$ cat config.mk
export PLATFORM = sky130hd
export DESIGN_NAME = fpu_muldiv_sched_flat
export DESIGN_NICKNAME = d
export VERILOG_FILES = /design/src/rtl/fpu_muldiv_sched_pkg.sv /design/src/rtl/fpu_muldiv_sched_if.sv /design/src/rtl/fpu_muldiv_sched_res_fifo.sv /design/src/rtl/fpu_muldiv_sched.sv /design/src/flat_wrapper.sv
export SDC_FILE = /design/constraint.sdc
export NUM_CORES = 1
export LEC_CHECK = 0
export CAP_MARGIN = 20
export CORE_AREA = 4 4 265 267
export DETAILED_ROUTE_END_ITERATION = 8
export DIE_AREA = 0 0 269 271
export SLEW_MARGIN = 20
export SYNTH_ARGS = -nofsm -noshare
export SYNTH_HDL_FRONTEND = slang
export SYNTH_SLANG_ARGS = --single-unit
$ cat constraint.sdc
create_clock -name clk -period 3.5 [get_ports clk]
set_clock_uncertainty 0.1 [all_clocks]
set_input_delay 0.7 -clock clk [delete_from_list [all_inputs] [get_ports clk]]
set_output_delay 0.7 -clock clk [all_outputs]
set_load 0.005 [all_outputs]
$ cat src/rtl/fpu_muldiv_sched_pkg.sv
// rtl/fpu_muldiv_sched_pkg.sv - shared types and helpers for the mul/div scheduler
// Contents: op_e, sched_tag_t, res_entry_t, default latency, result-entry builder.
package fpu_sched_pkg;

  localparam int SCHED_ID_W = 3;   // wide enough for up to 8 requesters
  localparam int DEF_LAT    = 2;
  localparam int OPA_W      = 50;
  localparam int OPB_W      = 24;
  localparam int DATA_W     = 50;
  localparam int PROD_W     = 48;

  typedef enum logic {
    OP_MUL = 1'b0,
    OP_DIV = 1'b1
  } op_e;

  typedef struct packed {
    logic [SCHED_ID_W-1:0] id;
    op_e                   op;
    logic                  dbz;
  } sched_tag_t;

  typedef struct packed {
    logic [SCHED_ID_W-1:0] id;
    op_e                   op;
    logic                  dbz;
    logic [DATA_W-1:0]     data;
    logic [DATA_W-1:0]     rem;
  } res_entry_t;

  // Merge a retiring tag with whichever datapath result it belongs to.
  // Divide-by-zero results are zeroed regardless of what the divider returned.
  function automatic res_entry_t make_entry(input sched_tag_t        t,
                                            input logic [PROD_W-1:0] prod,
                                            input logic [DATA_W-1:0] quo,
                                            input logic [DATA_W-1:0] rem);
    res_entry_t e;
    e.id   = t.id;
    e.op   = t.op;
    e.dbz  = t.dbz;
    e.data = '0;
    e.rem  = '0;
    if (t.op == OP_MUL) begin
      e.data = {2'b00, prod};
    end else if (!t.dbz) begin
      e.data = quo;
      e.rem  = rem;
    end
    return e;
  endfunction

endpackage

$ cat src/rtl/fpu_muldiv_sched_if.sv
// rtl/fpu_muldiv_sched_if.sv - requester and result handshake bundle
// master: requester/consumer side (drives req_valid/op/opa/opb, res_ready).
// slave : scheduler side (drives req_ready and the res_* result head).
interface fpu_muldiv_sched_if #(
  parameter int NREQ = 4
) ();

  localparam int IDW = $clog2(NREQ);

  logic [NREQ-1:0]    req_valid;
  logic [NREQ-1:0]    req_ready;
  logic [NREQ-1:0]    req_op;
  logic [NREQ*50-1:0] req_opa;
  logic [NREQ*24-1:0] req_opb;

  logic               res_valid;
  logic               res_ready;
  logic [IDW-1:0]     res_id;
  logic               res_op;
  logic [49:0]        res_data;
  logic [49:0]        res_rem;
  logic               res_dbz;

  modport master (
    output req_valid, req_op, req_opa, req_opb, res_ready,
    input  req_ready, res_valid, res_id, res_op, res_data, res_rem, res_dbz
  );

  modport slave (
    input  req_valid, req_op, req_opa, req_opb, res_ready,
    output req_ready, res_valid, res_id, res_op, res_data, res_rem, res_dbz
  );

endinterface

$ cat src/rtl/fpu_muldiv_sched_res_fifo.sv
// rtl/fpu_muldiv_sched_res_fifo.sv - in-order result FIFO of res_entry_t with occupancy count
// Ports: clk, reset_n (async, active-low), push/push_data, pop,
//        out_valid/out_data (head, driven from storage flops), count.
module sched_res_fifo
  import fpu_sched_pkg::*;
#(
  parameter int DEPTH = 4
) (
  input  logic                         clk,
  input  logic                         reset_n,
  input  logic                         push,
  input  res_entry_t                   push_data,
  input  logic                         pop,
  output logic                         out_valid,
  output res_entry_t                   out_data,
  output logic [$clog2(DEPTH+1)-1:0]   count
);

  localparam int AW = (DEPTH > 1) ? $clog2(DEPTH) : 1;
  localparam int CW = $clog2(DEPTH+1);

  res_entry_t     mem [DEPTH];
  logic [AW-1:0]  wr_ptr;
  logic [AW-1:0]  rd_ptr;
  logic           do_pop;

  // Depth need not be a power of two, so wrap explicitly.
  function automatic logic [AW-1:0] next_ptr(input logic [AW-1:0] p);
    return (int'(p) == DEPTH-1) ? '0 : p + AW'(1);
  endfunction

  assign do_pop    = pop && (count != '0);
  assign out_valid = (count != '0);
  assign out_data  = mem[rd_ptr];

  always_ff @(posedge clk or negedge reset_n) begin
    if (!reset_n) begin
      wr_ptr <= '0;
      rd_ptr <= '0;
      count  <= '0;
    end else begin
      if (push)   wr_ptr <= next_ptr(wr_ptr);
      if (do_pop) rd_ptr <= next_ptr(rd_ptr);
      case ({push, do_pop})
        2'b10:   count <= count + CW'(1);
        2'b01:   count <= count - CW'(1);
        default: count <= count;
      endcase
    end
  end

  // Storage needs no reset: contents are only observed while count is non-zero.
  always_ff @(posedge clk) begin
    if (push) mem[wr_ptr] <= push_data;
  end

endmodule

$ cat src/rtl/fpu_muldiv_sched.sv
// rtl/fpu_muldiv_sched.sv - round-robin scheduler sharing one multiplier and one divider
// Ports: clk, reset_n (async, active-low); bus (fpu_muldiv_sched_if.slave: req_*, res_*);
//        mul_opa/mul_opb -> multiplier, mul_prod <- (LAT cycles later);
//        div_opa/div_opb -> divider, div_quo/div_rem <- (LAT cycles later).
// Optional: define MULDIV_SCHED_PERF_EN to add perf_issue_cnt / perf_stall_cnt outputs.
module fpu_muldiv_sched
  import fpu_sched_pkg::*;
#(
  parameter int NREQ      = 4,
  parameter int LAT       = DEF_LAT,
  parameter int RES_DEPTH = 4
) (
  input  logic                 clk,
  input  logic                 reset_n,
  fpu_muldiv_sched_if.slave    bus,
  output logic [23:0]          mul_opa,
  output logic [23:0]          mul_opb,
  input  logic [47:0]          mul_prod,
  output logic [49:0]          div_opa,
  output logic [23:0]          div_opb,
  input  logic [49:0]          div_quo,
  input  logic [49:0]          div_rem
`ifdef MULDIV_SCHED_PERF_EN
  ,
  output logic [31:0]          perf_issue_cnt,
  output logic [31:0]          perf_stall_cnt
`endif
);

  localparam int IDW = $clog2(NREQ);
  localparam int CW  = $clog2(RES_DEPTH+1);

  logic [IDW-1:0]   ptr;
  logic [IDW-1:0]   grant_idx;
  logic [IDW-1:0]   arb_cand;
  logic             grant_found;
  logic             credit_ok;
  logic             issue;
  int               inflight;

  logic [49:0]      g_opa;
  logic [23:0]      g_opb;
  op_e              g_op;
  sched_tag_t       new_tag;

  logic [LAT-1:0]   tag_vld;
  sched_tag_t       tag_q [LAT];

  res_entry_t       push_entry;
  res_entry_t       fifo_head;
  logic             fifo_valid;
  logic [CW-1:0]    fifo_count;
  logic             id_hi_unused;

  // Credit covers every op that will eventually occupy a FIFO slot, so the
  // FIFO can never overflow even if the consumer stalls indefinitely.
  always_comb begin
    inflight = 0;
    for (int i = 0; i < LAT; i++) inflight += int'(tag_vld[i]);
    credit_ok = (int'(fifo_count) + inflight) < RES_DEPTH;
  end

  // Rotating priority: first valid requester at or after ptr, with wrap.
  always_comb begin
    grant_found = 1'b0;
    grant_idx   = '0;
    arb_cand    = '0;
    for (int i = 0; i < NREQ; i++) begin
      arb_cand = IDW'((int'(ptr) + i) % NREQ);
      if (!grant_found && bus.req_valid[arb_cand]) begin
        grant_found = 1'b1;
        grant_idx   = arb_cand;
      end
    end
  end

  // Reset gates issue so nothing is granted or driven while reset_n is low.
  assign issue = grant_found && credit_ok && reset_n;

  assign g_opa = bus.req_opa[int'(grant_idx)*50 +: 50];
  assign g_opb = bus.req_opb[int'(grant_idx)*24 +: 24];
  assign g_op  = op_e'(bus.req_op[grant_idx]);

  always_comb begin
    bus.req_ready = '0;
    mul_opa       = '0;
    mul_opb       = '0;
    div_opa       = '0;
    div_opb       = '0;
    new_tag.id    = SCHED_ID_W'(grant_idx);
    new_tag.op    = g_op;
    new_tag.dbz   = (g_op == OP_DIV) && (g_opb == '0);
    if (issue) begin
      bus.req_ready[grant_idx] = 1'b1;
      if (g_op == OP_MUL) begin
        mul_opa = g_opa[23:0];
        mul_opb = g_opb;
      end else begin
        div_opa = g_opa;
        div_opb = g_opb;
      end
    end
  end

  // Tag pipe: the last stage lines up with the datapath result of the same op.
  always_ff @(posedge clk or negedge reset_n) begin
    if (!reset_n) begin
      ptr     <= '0;
      tag_vld <= '0;
      for (int i = 0; i < LAT; i++) tag_q[i] <= '0;
    end else begin
      if (issue) ptr <= (int'(grant_idx) == NREQ-1) ? '0 : grant_idx + IDW'(1);
      tag_vld[0] <= issue;
      tag_q[0]   <= new_tag;
      for (int i = 1; i < LAT; i++) begin
        tag_vld[i] <= tag_vld[i-1];
        tag_q[i]   <= tag_q[i-1];
      end
    end
  end

  assign push_entry = make_entry(tag_q[LAT-1], mul_prod, div_quo, div_rem);

  sched_res_fifo #(
    .DEPTH (RES_DEPTH)
  ) u_res_fifo (
    .clk       (clk),
    .reset_n   (reset_n),
    .push      (tag_vld[LAT-1]),
    .push_data (push_entry),
    .pop       (bus.res_ready),
    .out_valid (fifo_valid),
    .out_data  (fifo_head),
    .count     (fifo_count)
  );

  assign bus.res_valid = fifo_valid;
  assign bus.res_id    = fifo_head.id[IDW-1:0];
  assign bus.res_op    = fifo_head.op;
  assign bus.res_data  = fifo_head.data;
  assign bus.res_rem   = fifo_head.rem;
  assign bus.res_dbz   = fifo_head.dbz;
  assign id_hi_unused  = ^fifo_head.id;

`ifdef MULDIV_SCHED_PERF_EN
  always_ff @(posedge clk or negedge reset_n) begin
    if (!reset_n) begin
      perf_issue_cnt <= '0;
      perf_stall_cnt <= '0;
    end else begin
      if (issue && (perf_issue_cnt != '1))
        perf_issue_cnt <= perf_issue_cnt + 32'd1;
      if ((|bus.req_valid) && !credit_ok && (perf_stall_cnt != '1))
        perf_stall_cnt <= perf_stall_cnt + 32'd1;
    end
  end
`endif

endmodule

$ cat src/flat_wrapper.sv
// flat-port wrapper written by rule: the top's interface ports become plain ports
module fpu_muldiv_sched_flat import fpu_sched_pkg::*;
#(
  parameter int NREQ      = 4,
  parameter int LAT       = DEF_LAT,
  parameter int RES_DEPTH = 4
)
  (clk, reset_n, mul_opa, mul_opb, mul_prod, div_opa, div_opb, div_quo, div_rem, bus_req_valid, bus_req_op, bus_req_opa, bus_req_opb, bus_res_ready, bus_req_ready, bus_res_valid, bus_res_id, bus_res_op, bus_res_data, bus_res_rem, bus_res_dbz);
  fpu_muldiv_sched_if #(.NREQ(NREQ)) bus_i ();
  input  logic clk;
  input  logic reset_n;
  output logic [23:0] mul_opa;
  output logic [23:0] mul_opb;
  input  logic [47:0] mul_prod;
  output logic [49:0] div_opa;
  output logic [23:0] div_opb;
  input  logic [49:0] div_quo;
  input  logic [49:0] div_rem;
  input wire logic [$bits(bus_i.req_valid)-1:0] bus_req_valid;
  input wire logic [$bits(bus_i.req_op)-1:0] bus_req_op;
  input wire logic [$bits(bus_i.req_opa)-1:0] bus_req_opa;
  input wire logic [$bits(bus_i.req_opb)-1:0] bus_req_opb;
  input wire logic [$bits(bus_i.res_ready)-1:0] bus_res_ready;
  output wire logic [$bits(bus_i.req_ready)-1:0] bus_req_ready;
  output wire logic [$bits(bus_i.res_valid)-1:0] bus_res_valid;
  output wire logic [$bits(bus_i.res_id)-1:0] bus_res_id;
  output wire logic [$bits(bus_i.res_op)-1:0] bus_res_op;
  output wire logic [$bits(bus_i.res_data)-1:0] bus_res_data;
  output wire logic [$bits(bus_i.res_rem)-1:0] bus_res_rem;
  output wire logic [$bits(bus_i.res_dbz)-1:0] bus_res_dbz;
  assign bus_i.req_valid = bus_req_valid;
  assign bus_i.req_op = bus_req_op;
  assign bus_i.req_opa = bus_req_opa;
  assign bus_i.req_opb = bus_req_opb;
  assign bus_i.res_ready = bus_res_ready;
  assign bus_req_ready = bus_i.req_ready;
  assign bus_res_valid = bus_i.res_valid;
  assign bus_res_id = bus_i.res_id;
  assign bus_res_op = bus_i.res_op;
  assign bus_res_data = bus_i.res_data;
  assign bus_res_rem = bus_i.res_rem;
  assign bus_res_dbz = bus_i.res_dbz;
  fpu_muldiv_sched #(.NREQ(NREQ), .LAT(LAT), .RES_DEPTH(RES_DEPTH)) u_core (.clk(clk), .reset_n(reset_n), .bus(bus_i), .mul_opa(mul_opa), .mul_opb(mul_opb), .mul_prod(mul_prod), .div_opa(div_opa), .div_opb(div_opb), .div_quo(div_quo), .div_rem(div_rem));
endmodule
==> flow_summary.ini <==
[global_route]
grt_pass1_vias = 16000
grt_pass1_wl_um = 109000
grt_max_degree = 68
grt.overflow.total = 0
antenna_found_initial = 12
grt.total_usage_pct = 20.2

[setup_path]
critPathMaxFanout = 5
cp_common_cell = buf_12
slowest_stage = a311oi_4
slowest_delay_ns = 0.33
cp_data_required_time_ns = 2.70
worstPathArrival_ns = 3.15
crit_chain = clkdlybuf4s15_1, and2b_1, o21ai_1, and3_4, inv_8, mux2i_2, mux2i_1, nand2_2, buf_12, buf_12, buf_8, a311oi_4, buf_4, buf_12
startpoint_type = input port
setup.worst_path.end_class = output pin
worst-setup-path-type = in2out

[clocking]
numCtsBuffers = 42
clock-root-buffer = clkbuf_16
ctsLongestPathBuffers = 3
h-tree-depth = 2
clk_latency_ns = 0.52
cts_hold_buffers = 0
cts.sinks = 435
cts_tree = done
cts.clk_slew.worst_paths_ns = 0.06

[synthesis]
synth_compound_area_share_pct = 3.65
synth_top_family_by_area = multiplexers
ys_ff_latch = 435
seq_area_frac_synth_pct = 65.5
yosysWarningCount = 0
synth.top_cell.area_share_pct = 63.1
yosys.area_share.simple_pct = 12.5
synth_adder_area_share_pct = 0.860
synth.distinct_cells = 36
netlist_instances = 1452
synth_mux_area_share_pct = 14.2
synth.largest_area_cell = edfxtp_1
synth.area.top_cells = edfxtp_1, mux4_2, nand2_1
syn_area_per_cell_sq_um = 13.6
synth_xor_area_share_pct = 0.133
synthesis.nets = 1920
syn_area_sq_um = 19800

[floorplan]
start_util_pct = 29.1
die_y_um = 271
dieArea_sq_um = 72900
rows = 96
ios = 686
core_sq_um = 68100
fp.dieW_um = 269

[final_layout]
layout.cells.non_filler = 3185
synthToLayoutAreaGrowth_pct = 58.6
final_net_count = 2738
layout-drive-gt1-share_pct = 25.7
finalInstanceArea_sq_um = 31400

[routing]
firstDrtPassIters = 5
ant_nets = 0
wl_um = 76300
drc_errors = 0
wire_per_inst_um = 23.9
drtIter0Drc = 979
vias_per_cell = 4.73
dr_total_vias = 15100

[placement]
pre_cts_ws_ns = -1.22
io_buffers = 685
hpwl_um = 57700
dpl_cell_area_sq_um = 28700
dpl.cell_count = 3053
place.gp.congestion = 0.900

[power_and_ir_drop]
p_leak_nw = 11.8
power_density_nw_per_um2 = 730
total_power_w = 0.0229
ir_worst_vdd_mv = 0.382

[sta]
finalHoldViolCount = 0
tns_ns = -19.16
drv_slew = 0
tightestPinTransition_ns = 0.734
rsz0062_at_grt = yes
slew-limit-headroom_pct = 50.5
setup_viol = 96
fin_crit_sh_pct = 113
setup_slack_ns = -0.448
min_period_ns = 3.95
max_freq_mhz = 253

[hold_path]
hold_class = reg2reg

[flow_run]
cap_violations = 0

[outcome]
outcome = complete, but fails checks
violations = negative setup slack
-- sequential cells by signal, indices dropped and copies added, names as in the netlist --
name and count:
u_core.ptr 2, u_core.push_entry 4, u_core.tag_q 4, u_core.tag_vld 2
u_core.u_res_fifo.count 3, u_core.u_res_fifo.mem 416, u_core.u_res_fifo.rd_ptr 2, u_core.u_res_fifo.wr_ptr 2
-- repair_timing --
| action | CTS | global route |
|---|---|---|
| setup endpoints to repair | 129 | 125 |
| setup buffers | 46 | 10 |
| gates resized for setup | 527 | 154 |
| pin swaps | 17 | 14 |
| hold endpoints to repair | 0 | 0 |
| gates cloned | 7 | 2 |
-- cell usage in the layout, fill, tap and decap left out, types with 4 or more instances in the layout --
cell type / count
buf_6: 51
buf_4: 112
o21ai_2: 11
clkinvlp_4: 4
clkdlybuf4s50_1: 556
edfxtp_1: 416
buf_2: 65
nor2_4: 34
nand2_1: 250
mux2i_1: 27
mux2_4: 12
and3_1: 26
dfrtp_1: 15
o21ai_1: 16
dlymetal6s2s_1: 11
o21ai_4: 4
clkbuf_1: 11
and2_1: 56
a311oi_2: 15
ha_1: 12
nand3_1: 37
inv_1: 56
clkbuf_16: 44
clkdlybuf4s15_1: 4
buf_12: 38
o21ai_0: 56
dlygate4sd2_1: 7
a311oi_4: 10
nand4_1: 5
mux4_2: 104
nor2_2: 26
nor2_1: 120
and2_4: 4
clkinv_1: 6
clkinv_2: 5
buf_8: 9
clkdlybuf4s15_2: 8
-- power breakdown --
group	switching, W	internal (W)
registers	0.000283	0.00699
logic	0.00565	0.00571
clock network	0.00181	0.00248
-- cell usage after synthesis (all sizes together) --
master and count:
nor4 1, nor2 180, a21oi 3, mux4 104, nand3b 2, a31oi 2
o21ai 87, inv 57, mux2 15, mux2i 30, and3 27, nand4 5
a311oi 27, xnor2 1, nand2 251, nand3 39, buf 30, and2 60
nor2b 1, clkbuf 67, a21o 3, edfxtp 416, or3 2, ha 12
xor2 2, dfrtp 19, clkinv 1, nand2b 3, or4 2, and2b 1
nor3 1, fa 1
-- area by class of cell --
type / count / area, sq um
fill: 6071 / 36700
sequential: 435 / 13000
timing repair buffer: 871 / 8740
multi-input combinational: 862 / 7020
clock buffer: 55 / 1120
tap: 882 / 1100
inverter: 58 / 229
clock inverter: 19 / 185
antenna: 3 / 7.51
-- logic make-up (layout without fill, tap and decap cells) --
kind of cell,after synthesis,in the layout
simple gates,575,575
other cells,0,3
compound gates,122,122
mux,149,149
buf+inv,155,1003
flops,435,435
xor+xnor,3,3
fa+ha+maj,13,13
-- critical path: cells and delay by family --
kind	cells	cell delay (ns)
compound gates	2	0.45
buf+inv	7	1.00
mux	2	0.36
simple gates	3	0.61
-- metal layers --
metal	track usage [%]	part of all wire [%]
met5	0	0.034
met4	6.82	3.9
met3	4.92	6.6
met2	37.1	53
met1	22.8	36
-- stage by stage --
stage          hold WS (ns)  util [%]
2_1_floorplan         0.231         -
4_1_cts               0.248      45.6
6_report              0.247      46.1
5_1_grt               0.250      46.1
3_5_place_dp          0.235      42.1
3_3_place_gp          0.233      42.1
-- worst paths after layout --
check / startpoint / endpoint / slack, ns / cells past startpoint
max: bus_req_valid[3] / div_opa[42] / -0.45 / 14
min: u_core.tag_q[5] / u_core.push_entry[100] / 0.25 / 0
max reg2reg: u_core.ptr[1] / u_core.tag_q[5] / 0.13 / 13
min reg2reg: u_core.tag_q[5] / u_core.push_entry[100] / 0.25 / 0
max in group asynchronous: reset_n / u_core.u_res_fifo.rd_ptr[0] / 2.56 / 2
min in group asynchronous: reset_n / u_core.u_res_fifo.rd_ptr[1] / 0.51 / 2
(Power assumes the default switching activity.)
